<file path="src/rtl/fetch_sequencer.sv">
// -----------------------------------------------------------------------------
// fetch_sequencer
//
// Instruction-fetch and sequencing stage upstream of the instruction decoder.
// Owns the PC, fetches over the instruction-memory port, holds the fetched
// word for the decoder, then uses the decoder's outputs to sequence an
// optional data-memory access and compute the next PC. A one-cycle commit
// pulse marks instruction retirement and gates register-file writes.
//
// Ports:
//   CLK        in   1   clock, rising edge
//   RST        in   1   synchronous active-high reset
//   ihit       in   1   instruction memory returns iload this cycle
//   iload      in  32   instruction word from memory
//   iREN       out  1   instruction read request (FETCH only)
//   iaddr      out 32   instruction address (= pc)
//   instr      out 32   held instruction, fed to decoder
//   pc_plus4   out 32   pc + 4 (JAL link value)
//   Jump       in   2   00 seq/branch, 01 JR, 10 J, 11 JAL
//   Branch     in   1   decoder branch flag
//   bne        in   1   1 = branch on not-equal, 0 = branch on equal
//   zero       in   1   ALU zero flag
//   jr_target  in  32   rs register value for JR
//   dREN_in    in   1   decoder data read
//   dWEN_in    in   1   decoder data write
//   halt_in    in   1   decoder halt
//   dhit       in   1   data memory completes access
//   dREN       out  1   data read request to memory
//   dWEN       out  1   data write request to memory
//   commit     out  1   instruction retires this cycle
//   halt       out  1   sticky halted flag
//   icount     out 32   retired-instruction counter (only with INSTR_COUNT_EN)
//
// Build option: define INSTR_COUNT_EN to add the icount output and counter.
// -----------------------------------------------------------------------------
module fetch_sequencer #(
   parameter logic [31:0] PC_INIT = 32'h0000_0000
) (
   input  logic        CLK,
   input  logic        RST,
   input  logic        ihit,
   input  logic [31:0] iload,
   output logic        iREN,
   output logic [31:0] iaddr,
   output logic [31:0] instr,
   output logic [31:0] pc_plus4,
   input  logic [1:0]  Jump,
   input  logic        Branch,
   input  logic        bne,
   input  logic        zero,
   input  logic [31:0] jr_target,
   input  logic        dREN_in,
   input  logic        dWEN_in,
   input  logic        halt_in,
   input  logic        dhit,
   output logic        dREN,
   output logic        dWEN,
   output logic        commit,
   output logic        halt
`ifdef INSTR_COUNT_EN
   ,
   output logic [31:0] icount
`endif
);

   typedef enum logic [1:0] {
      S_FETCH  = 2'd0,
      S_EXEC   = 2'd1,
      S_MEM    = 2'd2,
      S_HALTED = 2'd3
   } state_t;

   state_t      r_state;
   state_t      w_state_next;

   logic [31:0] r_pc;
   logic [31:0] r_instr;
   logic        r_dren;
   logic        r_dwen;

   logic        w_iren;
   logic        w_commit;
   logic        w_instr_load;
   logic        w_dreq_load;
   logic        w_dreq_clear;

   logic [31:0] w_pc_plus4;
   logic [31:0] w_br_offset;
   logic        w_br_taken;
   logic [31:0] w_next_pc;

   // JR targets are forced word-aligned, so the two low bits are never used.
   logic        w_unused;
   assign w_unused = ^jr_target[1:0];

   // ---------------------------------------------------------------------
   // Next-PC computation (all adds wrap mod 2^32 naturally)
   // ---------------------------------------------------------------------
   assign w_pc_plus4  = r_pc + 32'd4;
   assign w_br_offset = {{14{r_instr[15]}}, r_instr[15:0], 2'b00};
   assign w_br_taken  = Branch & (zero ^ bne);

   // Jump select takes priority over Branch: Branch only matters for 2'b00.
   always_comb begin
      w_next_pc = w_pc_plus4;
      case (Jump)
         2'b00:   w_next_pc = w_br_taken ? (w_pc_plus4 + w_br_offset) : w_pc_plus4;
         2'b01:   w_next_pc = {jr_target[31:2], 2'b00};
         default: w_next_pc = {w_pc_plus4[31:28], r_instr[25:0], 2'b00};
      endcase
   end

   // ---------------------------------------------------------------------
   // FSM: state register
   // ---------------------------------------------------------------------
   always_ff @(posedge CLK) begin
      if (RST) begin
         r_state <= S_FETCH;
      end else begin
         r_state <= w_state_next;
      end
   end

   // ---------------------------------------------------------------------
   // FSM: next state and control strobes
   // ---------------------------------------------------------------------
   always_comb begin
      w_state_next = r_state;
      w_iren       = 1'b0;
      w_commit     = 1'b0;
      w_instr_load = 1'b0;
      w_dreq_load  = 1'b0;
      w_dreq_clear = 1'b0;
      case (r_state)
         S_FETCH: begin
            w_iren = 1'b1;
            if (ihit) begin
               w_instr_load = 1'b1;
               w_state_next = S_EXEC;
            end
         end
         S_EXEC: begin
            // Halt wins over a simultaneous data request.
            if (halt_in) begin
               w_state_next = S_HALTED;
            end else if (dREN_in | dWEN_in) begin
               w_dreq_load  = 1'b1;
               w_state_next = S_MEM;
            end else begin
               w_commit     = 1'b1;
               w_state_next = S_FETCH;
            end
         end
         S_MEM: begin
            if (dhit) begin
               w_commit     = 1'b1;
               w_dreq_clear = 1'b1;
               w_state_next = S_FETCH;
            end
         end
         S_HALTED: begin
            w_state_next = S_HALTED;
         end
         default: begin
            w_state_next = S_FETCH;
         end
      endcase
   end

   // ---------------------------------------------------------------------
   // Datapath registers
   // ---------------------------------------------------------------------
   always_ff @(posedge CLK) begin
      if (RST) begin
         r_pc    <= PC_INIT;
         r_instr <= 32'd0;
         r_dren  <= 1'b0;
         r_dwen  <= 1'b0;
      end else begin
         if (w_instr_load) begin
            r_instr <= iload;
         end
         if (w_commit) begin
            r_pc <= w_next_pc;
         end
         // Data requests are captured on entry to MEM and held until dhit.
         if (w_dreq_load) begin
            r_dren <= dREN_in;
            r_dwen <= dWEN_in;
         end else if (w_dreq_clear) begin
            r_dren <= 1'b0;
            r_dwen <= 1'b0;
         end
      end
   end

`ifdef INSTR_COUNT_EN
   logic [31:0] r_icount;

   // No commits occur in HALTED, so the counter freezes there by construction.
   always_ff @(posedge CLK) begin
      if (RST) begin
         r_icount <= 32'd0;
      end else if (w_commit) begin
         r_icount <= r_icount + 32'd1;
      end
   end

   assign icount = r_icount;
`endif

   // ---------------------------------------------------------------------
   // Outputs
   // ---------------------------------------------------------------------
   assign iREN     = w_iren;
   assign iaddr    = r_pc;
   assign instr    = r_instr;
   assign pc_plus4 = w_pc_plus4;
   assign dREN     = r_dren;
   assign dWEN     = r_dwen;
   assign commit   = w_commit;
   assign halt     = (r_state == S_HALTED);

endmodule

</file>
<file path="config.mk">
export PLATFORM = sky130hd
export DESIGN_NAME = fetch_sequencer
export DESIGN_NICKNAME = d
export VERILOG_FILES = /design/src/rtl/fetch_sequencer.sv
export SDC_FILE = /design/constraint.sdc
export NUM_CORES = 1
export LEC_CHECK = 0
export CELL_PAD_IN_SITES_DETAIL_PLACEMENT = 0
export CELL_PAD_IN_SITES_GLOBAL_PLACEMENT = 1
export CORE_ASPECT_RATIO = 1.1
export CORE_MARGIN = 10
export CORE_UTILIZATION = 30
export CTS_CLUSTER_SIZE = 8
export DETAILED_ROUTE_END_ITERATION = 16
export PLACE_DENSITY = 0.83
export REMOVE_ABC_BUFFERS = 1
export SLEW_MARGIN = 0
export SYNTH_ARGS = -nofsm -noshare
export SYNTH_HDL_FRONTEND = slang
export SYNTH_SLANG_ARGS = --single-unit
</file>
<file path="constraint.sdc">
create_clock -name CLK -period 3.3 [get_ports CLK]
set_input_delay 0.825 -clock CLK [delete_from_list [all_inputs] [get_ports CLK]]
set_output_delay 0.825 -clock CLK [all_outputs]
set_load 0.1 [all_outputs]
</file>
* Word-level counts from Yosys, hierarchy flattened
Cells that the tools add are included.
** Word-level totals
- Register bits after elaboration :: 68
- Input bits :: 76
- Logic and storage cells :: 41
** Operators by class
- Add/subtract/negate cells :: 2
- Equal/unequal tests :: 6
- Multiplexer cells :: 21
- Bitwise gates (word level) :: 3
- Reductions and logical operators :: 4
** Operator list (count)
- 32-bit case mux with 2 select lines :: 1
- 32-bit by 3-bit adder with 32-bit output (second input constant) :: 1
- 32-bit adder :: 1
- 32-bit two-way mux :: 1
- 1-bit two-way mux :: 13
- 2-bit two-way mux :: 4
- 2-bit case mux with 4 select lines :: 1
- 2-bit by 1-bit == test with 1-bit output (second input constant) :: 2
- 2-bit == test (second input constant) :: 2
- 2-bit logical NOT :: 2
- 2-bit inequality test (second input constant) :: 2
- 1-bit case mux with 2 select lines :: 1
- 2-bit AND reduction :: 1
- 2-bit nonzero test :: 1
- 1-bit bitwise AND :: 1
- 1-bit OR :: 1
- 1-bit bitwise XOR :: 1

* Logic depth before layout (Yosys ltp)
Gate-level depths: netlist (run 1).
- Depth in word-level cells :: 5
- Gate-level depth with buffers :: 16
- Depth with buffers taken out :: 16

* Worst setup path after synthesis (run 1)
OpenSTA, ideal clock, no wires.
- Path type :: register to register
- Start :: register r_pc[2] (netlist: iaddr[2])
- End :: register r_pc[31] (netlist: iaddr[31])
- Arrival time :: 6.015 ns
- Required time :: 3.214 ns
- Path slack :: -2.801 ns
- Cell stages (with the launch flop) :: 16
- Path buffers :: 0
- Clock period less this slack :: 6.101 ns
- Cell sequence :: dfxtp_1 > ha_1 > nand3_1 > nor3_1 > nand4_1 > xnor2_1 > ha_1 > a21oi_1 > nand3_1 > a21boi_0 > o21ai_0 > and3_1 > a211oi_4 > mux2i_1 > o211ai_2 > a211oi_1
** Between the ends
- Word-level cells in the longest chain between the ends :: 4
** RTL lines
- start: declaration :: RTL line 76 : logic [31:0] r_pc;
- start signal: assignment :: RTL line 184 : r_pc <= w_next_pc;
- 32-bit by 3-bit adder with 32-bit output :: RTL line 99 : assign w_pc_plus4 = r_pc + 32'd4;
- net pc_plus4[18] :: RTL line 46 : output logic [31:0] pc_plus4,
- 32-bit adder :: RTL line 107 : 2'b00: w_next_pc = w_br_taken ? (w_pc_plus4 + w_br_offset) : w_pc_plus4;
- 32-bit two-way mux :: RTL line 107
- 32-bit case mux with 2 select lines :: RTL line 106 : case (Jump)
The timed path passes the listed nets, and every way through them passes these cells.
A chain may end at the register's enable or synchronous reset.

* Worst setup path after layout (run 1)
- Start :: register r_pc[3] (netlist: iaddr[3])
- End :: register r_pc[31] (netlist: iaddr[31])
** Between the ends
- Word-level cells in the longest chain between the ends :: 4
** RTL lines (RTL line)
- 32-bit by 3-bit adder with 32-bit output (*) :: 99
- 32-bit adder :: 107
- 32-bit two-way mux :: 107
- 32-bit case mux with 2 select lines (*) :: 106
Every way passes the cells marked *; elsewhere a longest branch is shown, timed or not.

==> impl_metrics.py, run 1 <==
metrics = {
    "place": {
        "port_buffers": 170,
        "gp_congestion": 0.882,
        "postPlaceCellArea_um2": 8360,
        "post-dp-hpwl_mm": 17.2,
    },
    "floorplanning": {
        "dieArea_um2": 23200,
        "pin_count": 177,
        "die_x_um": 146,
        "die_h_um": 159,
        "core.rowCount": 50,
        "initial_core_util_pct": 30.7,
        "core-area_um2": 17100,
    },
    "logic_synthesis": {
        "yosys.area.top_type": "dfxtp_1",
        "synth-edff-count": 0,
        "synthArstFlopShare_pct": 0,
        "synth_area_leaders": "dfxtp_1 (25%), ha_1 (9.3%), nand2_1 (8.5%), a21oi_1 (8.4%), xor2_1 (4.3%)",
        "ys_warn_count": 0,
        "ys_types": 60,
        "netlist_instances": 717,
        "yosys.area.top_type_share_pct": 25.1,
        "syn_area_um2": 5260,
        "ys_seq_area_share_pct": 25.1,
        "ys_ff_latch": 66,
        "syn_area_per_cell_um2": 7.33,
        "synth_ff_type": "dfxtp_1",
    },
    "worst_setup_path": {
        "crit_slowest_cell": "dfxtp_4",
        "end_kind": "flip-flop",
        "cp_max_fo": 4,
        "cpMostUsedCell": "a21o_1",
        "worst_path_largest_cell_delay_ns": 0.37,
        "worstPathArrival_ns": 3.79,
        "timing.rr.start": "iaddr[3]",
        "crit_path_start_kind": "flip-flop",
        "required_ns": 3.57,
        "critical_path_class": "reg -> reg",
        "path_cells": "nand4_1 -> or2_4 -> buf_6 -> nor3_4 -> buf_6 -> and2_4 -> xor2_2 -> ha_1 -> a21o_1 -> o21bai_1 -> a21o_1 -> a21o_1 -> a211oi_4 -> buf_4 -> xnor2_2 -> o211ai_2 -> a211oi_2",
        "crit_start": "iaddr[3]",
    },
    "cts": {
        "hold_buffers": 0,
        "cts_tree": "built",
        "clk_pin_slew_ns": 0.06,
        "cts_buffer_depth": 2,
        "cts-root-buf": "clkbuf_16",
        "cts-buffers-inserted": 9,
        "htree_levels": 3,
        "cts.sink_count": 66,
        "clock_latency_ns": 0.35,
    },
    "global_routing": {
        "antenna_found_initial": 0,
        "grt_usage_pct": 18.6,
        "grt_max_degree": 34,
        "first_global_vias": 6381,
        "overflow": 0,
        "grt_pass1_wl_mm": 34.9,
    },
    "power_and_ir_drop": {
        "clkPwrFrac_pct": 33.7,
        "p_int_w": 0.00210,
        "fin_total_pwr_w": 0.00348,
        "netSwitchingFraction_pct": 39.7,
        "p_leak_nw": 4.33,
        "peakVddDrop_mv": 0.226,
        "p_per_area_nw_per_um2": 359,
        "seqPwrFrac_pct": 26.1,
        "p_comb_share_pct": 40.2,
        "power_switching_w": 0.00138,
    },
    "cells_and_area": {
        "nets": 1161,
        "fill_cells": 1545,
        "final_common_cell": "buf_4",
        "final_cell_area_um2": 9700,
        "n_antenna_cell": 0,
        "final_cell_mix": "buf_4 (242), nand2_1 (117), a21oi_1 (77), clkdlybuf4s50_1 (72), dfxtp_1 (59)",
        "syn_to_final_growth_pct": 84.4,
        "final_core_util_pct": 56.6,
        "drive_gt1_share_pct": 38.6,
    },
    "sta": {
        "finalSetupViolCount": 16,
        "worst_slack_ns": -0.217,
        "fin_setup_tns_ns": -1.78,
        "post-route-period-util_pct": 107,
        "rsz0062_at_grt": "yes",
        "period_minus_slack_ns": 3.52,
        "slew_violations": 0,
        "finClkSkew_ns": 0.00768,
        "slew_headroom_pct": 33.8,
        "finalHoldViolCount": 0,
        "worstMarginPinSlew_ns": 0.989,
        "max_freq_mhz": 284,
    },
    "route": {
        "vias": 6645,
        "wl_mm": 23.8,
        "dr.pass1.iters": 5,
        "postRouteAntennaNets": 0,
        "wl_per_cell_um": 18.5,
        "routed_via_density": 5.18,
        "drc": 0,
        "drt_iter0_markers": 382,
    },
    "run": {
        "cap_viol_max_count": 0,
    },
    "min_path": {
        "hp-class": "reg -> reg",
        "worstHoldStart": "instr[31]",
    },
    "status": {
        "status": "finished with violations",
        "violations": "setup timing",
    },
}
[area by class of cell]
class	count	area, µm²	area share (%)
Timing Repair Buffer	355	3250	33.5
Tap cell	234	293	3.02
Clock inverter	4	97.6	1.01
Multi-Input combinational cell	592	4390	45.3
Sequential cell	66	1340	13.8
Inverter	21	78.8	0.813
Clock buffer	12	256	2.65
[registers in the layout, indices dropped and copies added (netlist names)]
signal and count:
dREN 1, dWEN 1, iaddr 30, r_state 2, instr 32
[per-stage QoR]
| step | instances | worst slack [ns] | hold WS (ns) |
|---|---|---|---|
| 3_5_place_dp | 1237 | -0.404 | 0.453 |
| 6_report | 1284 | -0.217 | 0.457 |
| 5_1_grt | 1284 | -0.405 | 0.478 |
| 3_3_place_gp | 1237 | -0.328 | 0.442 |
| 4_1_cts | 1272 | -0.237 | 0.463 |
| 2_1_floorplan | 679 | -2.80 | 0.476 |
[timing repair]
action                     4_1_cts  5_1_grt
buffers inserted                21       16
gates resized for setup         64       86
setup endpoints to repair       20       25
pin swaps                       59       69
[kinds of logic after synthesis]
| kind of cell | share of synthesized area (%) |
|---|---|
| AND/OR/NAND/NOR | 22.9 |
| AO/OA/AOI/OAI | 28.2 |
| flip-flops | 25.1 |
| buffers and inverters | 4.71 |
| XOR/XNOR | 8.33 |
| adder cells (fa/ha/maj) | 9.66 |
| multiplexers | 0.952 |
| other | 0.0713 |
[worst paths after layout]
| path | end | slack (ns) | cells past startpoint |
|---|---|---|---|
| worst max-delay path | iaddr[31] | -0.22 | 17 |
| worst max register to register | iaddr[31] | -0.22 | 17 |
| worst min register to register | instr[31] | 0.46 | 2 |
| worst min-delay path | instr[31] | 0.46 | 2 |
[power by group through the flow]
stage	registers, W	logic, W	clock network (W)
after floorplan	0.00127	0.000461	0
after global routing	0.000914	0.00147	0.00123
final	0.000907	0.00140	0.00117
after CTS	0.000903	0.00136	0.00119
after global placement	0.000917	0.00132	0
after detailed placement	0.000919	0.00133	0
[metal layers]
| layer | share of wire, % | vias up | global-route usage (%) |
|---|---|---|---|
| li1 | - | 3237 | - |
| met1 | 42 | 3165 | 22.5 |
| met2 | 50 | 217 | 32.0 |
| met3 | 6.0 | 26 | 4.17 |
| met4 | 1.6 | 0 | 5.28 |
| met5 | 0 | - | 0 |
[worst max-delay path: cells and delay by family (launching register included)]
family	cells	cell delay, ns
and+or+nand+nor	4	0.88
buffers and inverters	3	0.44
xor gates and xnor gates	2	0.27
adders and majority gates	1	0.27
DFF	1	0.37
AOI/OAI and AO/OA	7	1.21
[synthesized netlist by cell type (all sizes together) (12+ instances only)]
cell type,count
ha,39
inv,20
clkbuf,35
nand2,119
a21oi,88
xnor2,24
nor3,17
o211ai,19
nor2,56
and3,13
a211oi,22
dfxtp,66
xor2,26
o21ai,32
a21o,14
nand3,21
a221oi,12
No activity file was read; power rests on OpenSTA's default activity.
==> inputs of run 2 (changes only) <==
--- a/config.mk
+++ b/config.mk
@@ -10,9 +10,11 @@
 export CORE_ASPECT_RATIO = 1.1
 export CORE_MARGIN = 10
 export CORE_UTILIZATION = 30
+export CTS_CLUSTER_DIAMETER = 50
 export CTS_CLUSTER_SIZE = 8
 export DETAILED_ROUTE_END_ITERATION = 16
-export PLACE_DENSITY = 0.83
+export DONT_BUFFER_PORTS = 1
+export PLACE_DENSITY = 0.63
 export REMOVE_ABC_BUFFERS = 1
 export SLEW_MARGIN = 0
 export SYNTH_ARGS = -nofsm -noshare
==> constraint.sdc (replaced) <==
create_clock -name CLK -period 3 [get_ports CLK]
set_input_delay 0.75 -clock CLK [delete_from_list [all_inputs] [get_ports CLK]]
set_output_delay 0.75 -clock CLK [all_outputs]
set_load 0.1 [all_outputs]
==> run 2 against run 1 <==
Net effect:
- the run still ends with setup timing left
- first-iteration DRC count fell by 1.0%
- critical path depth is 2 higher
- routed wire length rose by 1.7%
- via count decreased by 5.9%
- worst setup slack worse by 0.43 ns
- combinational power fell by 9%
- total power rose by 7.6%
- register-to-register slack lost 0.43 ns
- maximum frequency decreased by 3.5%
- sequential power rose by 22%
==> impl_metrics.py, run 2 (synthesized netlist as in run 1, its figures left out) <==
metrics = {
    "sta": {
        "slew_violations": 0,
        "worst_slack_ns": -0.643,
        "fin_setup_tns_ns": -10.73,
        "finalSetupViolCount": 32,
        "post-route-period-util_pct": 121,
        "rsz0062_at_grt": "yes",
        "slew_headroom_pct": 31.3,
        "finalHoldViolCount": 0,
        "worstMarginPinSlew_ns": 1.03,
        "max_freq_mhz": 274,
        "period_minus_slack_ns": 3.64,
        "finClkSkew_ns": 0.00844,
        "whs_ns": 0.448,
    },
    "cts": {
        "clk_pin_slew_ns": 0.06,
        "clock_latency_ns": 0.35,
        "cts-root-buf": "clkbuf_16",
        "cts.sink_count": 66,
        "hold_buffers": 0,
        "htree_levels": 3,
        "cts_buffer_depth": 2,
        "cts-buffers-inserted": 9,
        "cts_tree": "built",
    },
    "route": {
        "dr.pass1.iters": 7,
        "drc": 0,
        "wl_mm": 24.2,
        "routed_via_density": 5.32,
        "vias": 6253,
        "postRouteAntennaNets": 0,
        "drt_iter0_markers": 378,
        "wl_per_cell_um": 20.6,
    },
    "floorplanning": {
        "pin_count": 177,
        "die_h_um": 159,
        "dieArea_um2": 23200,
        "die_x_um": 146,
        "core-area_um2": 17100,
        "initial_core_util_pct": 30.7,
        "core.rowCount": 50,
    },
    "power_and_ir_drop": {
        "netSwitchingFraction_pct": 40.2,
        "p_int_w": 0.00224,
        "seqPwrFrac_pct": 29.7,
        "p_leak_nw": 3.88,
        "p_per_area_nw_per_um2": 418,
        "peakVddDrop_mv": 0.328,
        "power_switching_w": 0.00151,
        "p_comb_share_pct": 34.1,
        "clkPwrFrac_pct": 36.3,
    },
    "cells_and_area": {
        "nets": 1052,
        "syn_to_final_growth_pct": 70.3,
        "drive_gt1_share_pct": 44.2,
        "largest_reg_flops": 32,
        "final_cell_mix": "buf_4 (208), nand2_1 (116), a21oi_1 (72), dfxtp_1 (53), nor2_1 (48)",
        "final_common_cell": "buf_4",
    },
    "place": {
        "gp_congestion": 0.907,
        "post-dp-hpwl_mm": 17.5,
        "port_buffers": 0,
        "post-place-ws_ns": -0.733,
    },
    "worst_setup_path": {
        "crit_path_start_kind": "flip-flop",
        "required_ns": 3.28,
        "r2r_cells": 19,
        "cp_max_fo": 4,
        "worst_path_largest_cell_delay_ns": 0.36,
        "path_cells": "buf_4 -> ha_4 -> nand3_4 -> buf_6 -> buf_4 -> nor4_2 -> buf_4 -> nand2_1 -> xnor2_2 -> ha_1 -> a21o_1 -> a21oi_2 -> o21bai_1 -> a21o_1 -> a21o_1 -> a211oi_4 -> mux2i_1 -> o211ai_2 -> a211oi_2",
        "end_kind": "flip-flop",
        "crit_slowest_cell": "dfxtp_4",
        "critical_path_class": "reg -> reg",
        "worstPathArrival_ns": 3.92,
    },
    "global_routing": {
        "grt_max_degree": 70,
        "grt_pass1_wl_mm": 36.8,
        "overflow": 0,
        "first_global_vias": 6492,
        "grt_usage_pct": 19.8,
        "antenna_found_initial": 2,
    },
    "min_path": {
        "min_path_cells": 2,
        "hp-class": "reg -> reg",
    },
    "status": {
        "status": "finished with violations",
        "violations": "setup timing",
    },
    "run": {
        "cap_viol_max_count": 0,
    },
}
[run 2: cell count changes in the layout (fill, tap and decap cells not counted), sizes merged]
cell           change
buf               -37
inv                +1
bufinv             +1
diode              +1
clkinv             +1
clkdlybuf4s50     -72
clkbuf             -2
clkinvlp           -1
[run 2: worst max-delay path: cells and delay by family (launching register included)]
kind	cells	cell delay [ns]
AO/OA/AOI/OAI	8	1.35
buffers and inverters	4	0.57
AND/OR/NAND/NOR	3	0.45
adder cells (fa/ha/maj)	2	0.44
flip-flops	1	0.36
multiplexers	1	0.25
XOR/XNOR	1	0.15
[run 2: layer usage]
metal	GRT usage [%]	vias up	part of all wire [%]
li1	-	3008	-
met2	34.0	177	51
met4	6.01	2	2.2
met1	22.7	3028	40
met5	0	-	0.029
met3	6.42	38	7.2
[run 2: worst paths after layout]
path	start	endpoint	slack, ns
worst min-delay path	instr[18]	instr[18]	0.45
worst max-delay path	iaddr[2]	iaddr[31]	-0.64
worst min register to register	instr[18]	instr[18]	0.45
worst max register to register	iaddr[2]	iaddr[31]	-0.64
[run 2: through the flow]
| stage | area (µm²) | utilization, % | power (W) | std cells |
|---|---|---|---|---|
| 6_report | 8950 | 52.2 | 0.00375 | 1176 |
| 4_1_cts | 8280 | 48.3 | 0.00369 | 1156 |
| 3_5_place_dp | 7180 | 41.9 | 0.00228 | 1120 |
| 5_1_grt | 8950 | 52.2 | 0.00390 | 1176 |
| 2_1_floorplan | 5100 | - | 0.00191 | 679 |
| 3_3_place_gp | 7180 | 41.9 | 0.00226 | 1120 |
[run 2: power by group through the flow]
stage / Clock [W] / Sequential, W / Combinational (W)
2_1_floorplan: 0 / 0.00140 / 0.000507
3_3_place_gp: 0 / 0.00112 / 0.00114
3_5_place_dp: 0 / 0.00112 / 0.00116
4_1_cts: 0.00138 / 0.00111 / 0.00121
5_1_grt: 0.00143 / 0.00112 / 0.00135
6_report: 0.00136 / 0.00111 / 0.00128
[run 2: area by class of cell]
class | instances | area, µm²
clock buffers | 10 | 229
repair buffers | 246 | 2130
multi-input cells | 592 | 4740
clock inverters | 6 | 138
inverters | 21 | 78.8
diodes | 1 | 2.50
fillers | 1601 | 8190
well taps | 234 | 293
flip-flops and latches | 66 | 1340
[run 2: what timing repair did]
action                                  4_1_cts  5_1_grt
pin swaps                                    67       82
endpoints found under the setup margin       35       39
buffers inserted                             22       19
resized for setup                           137      101
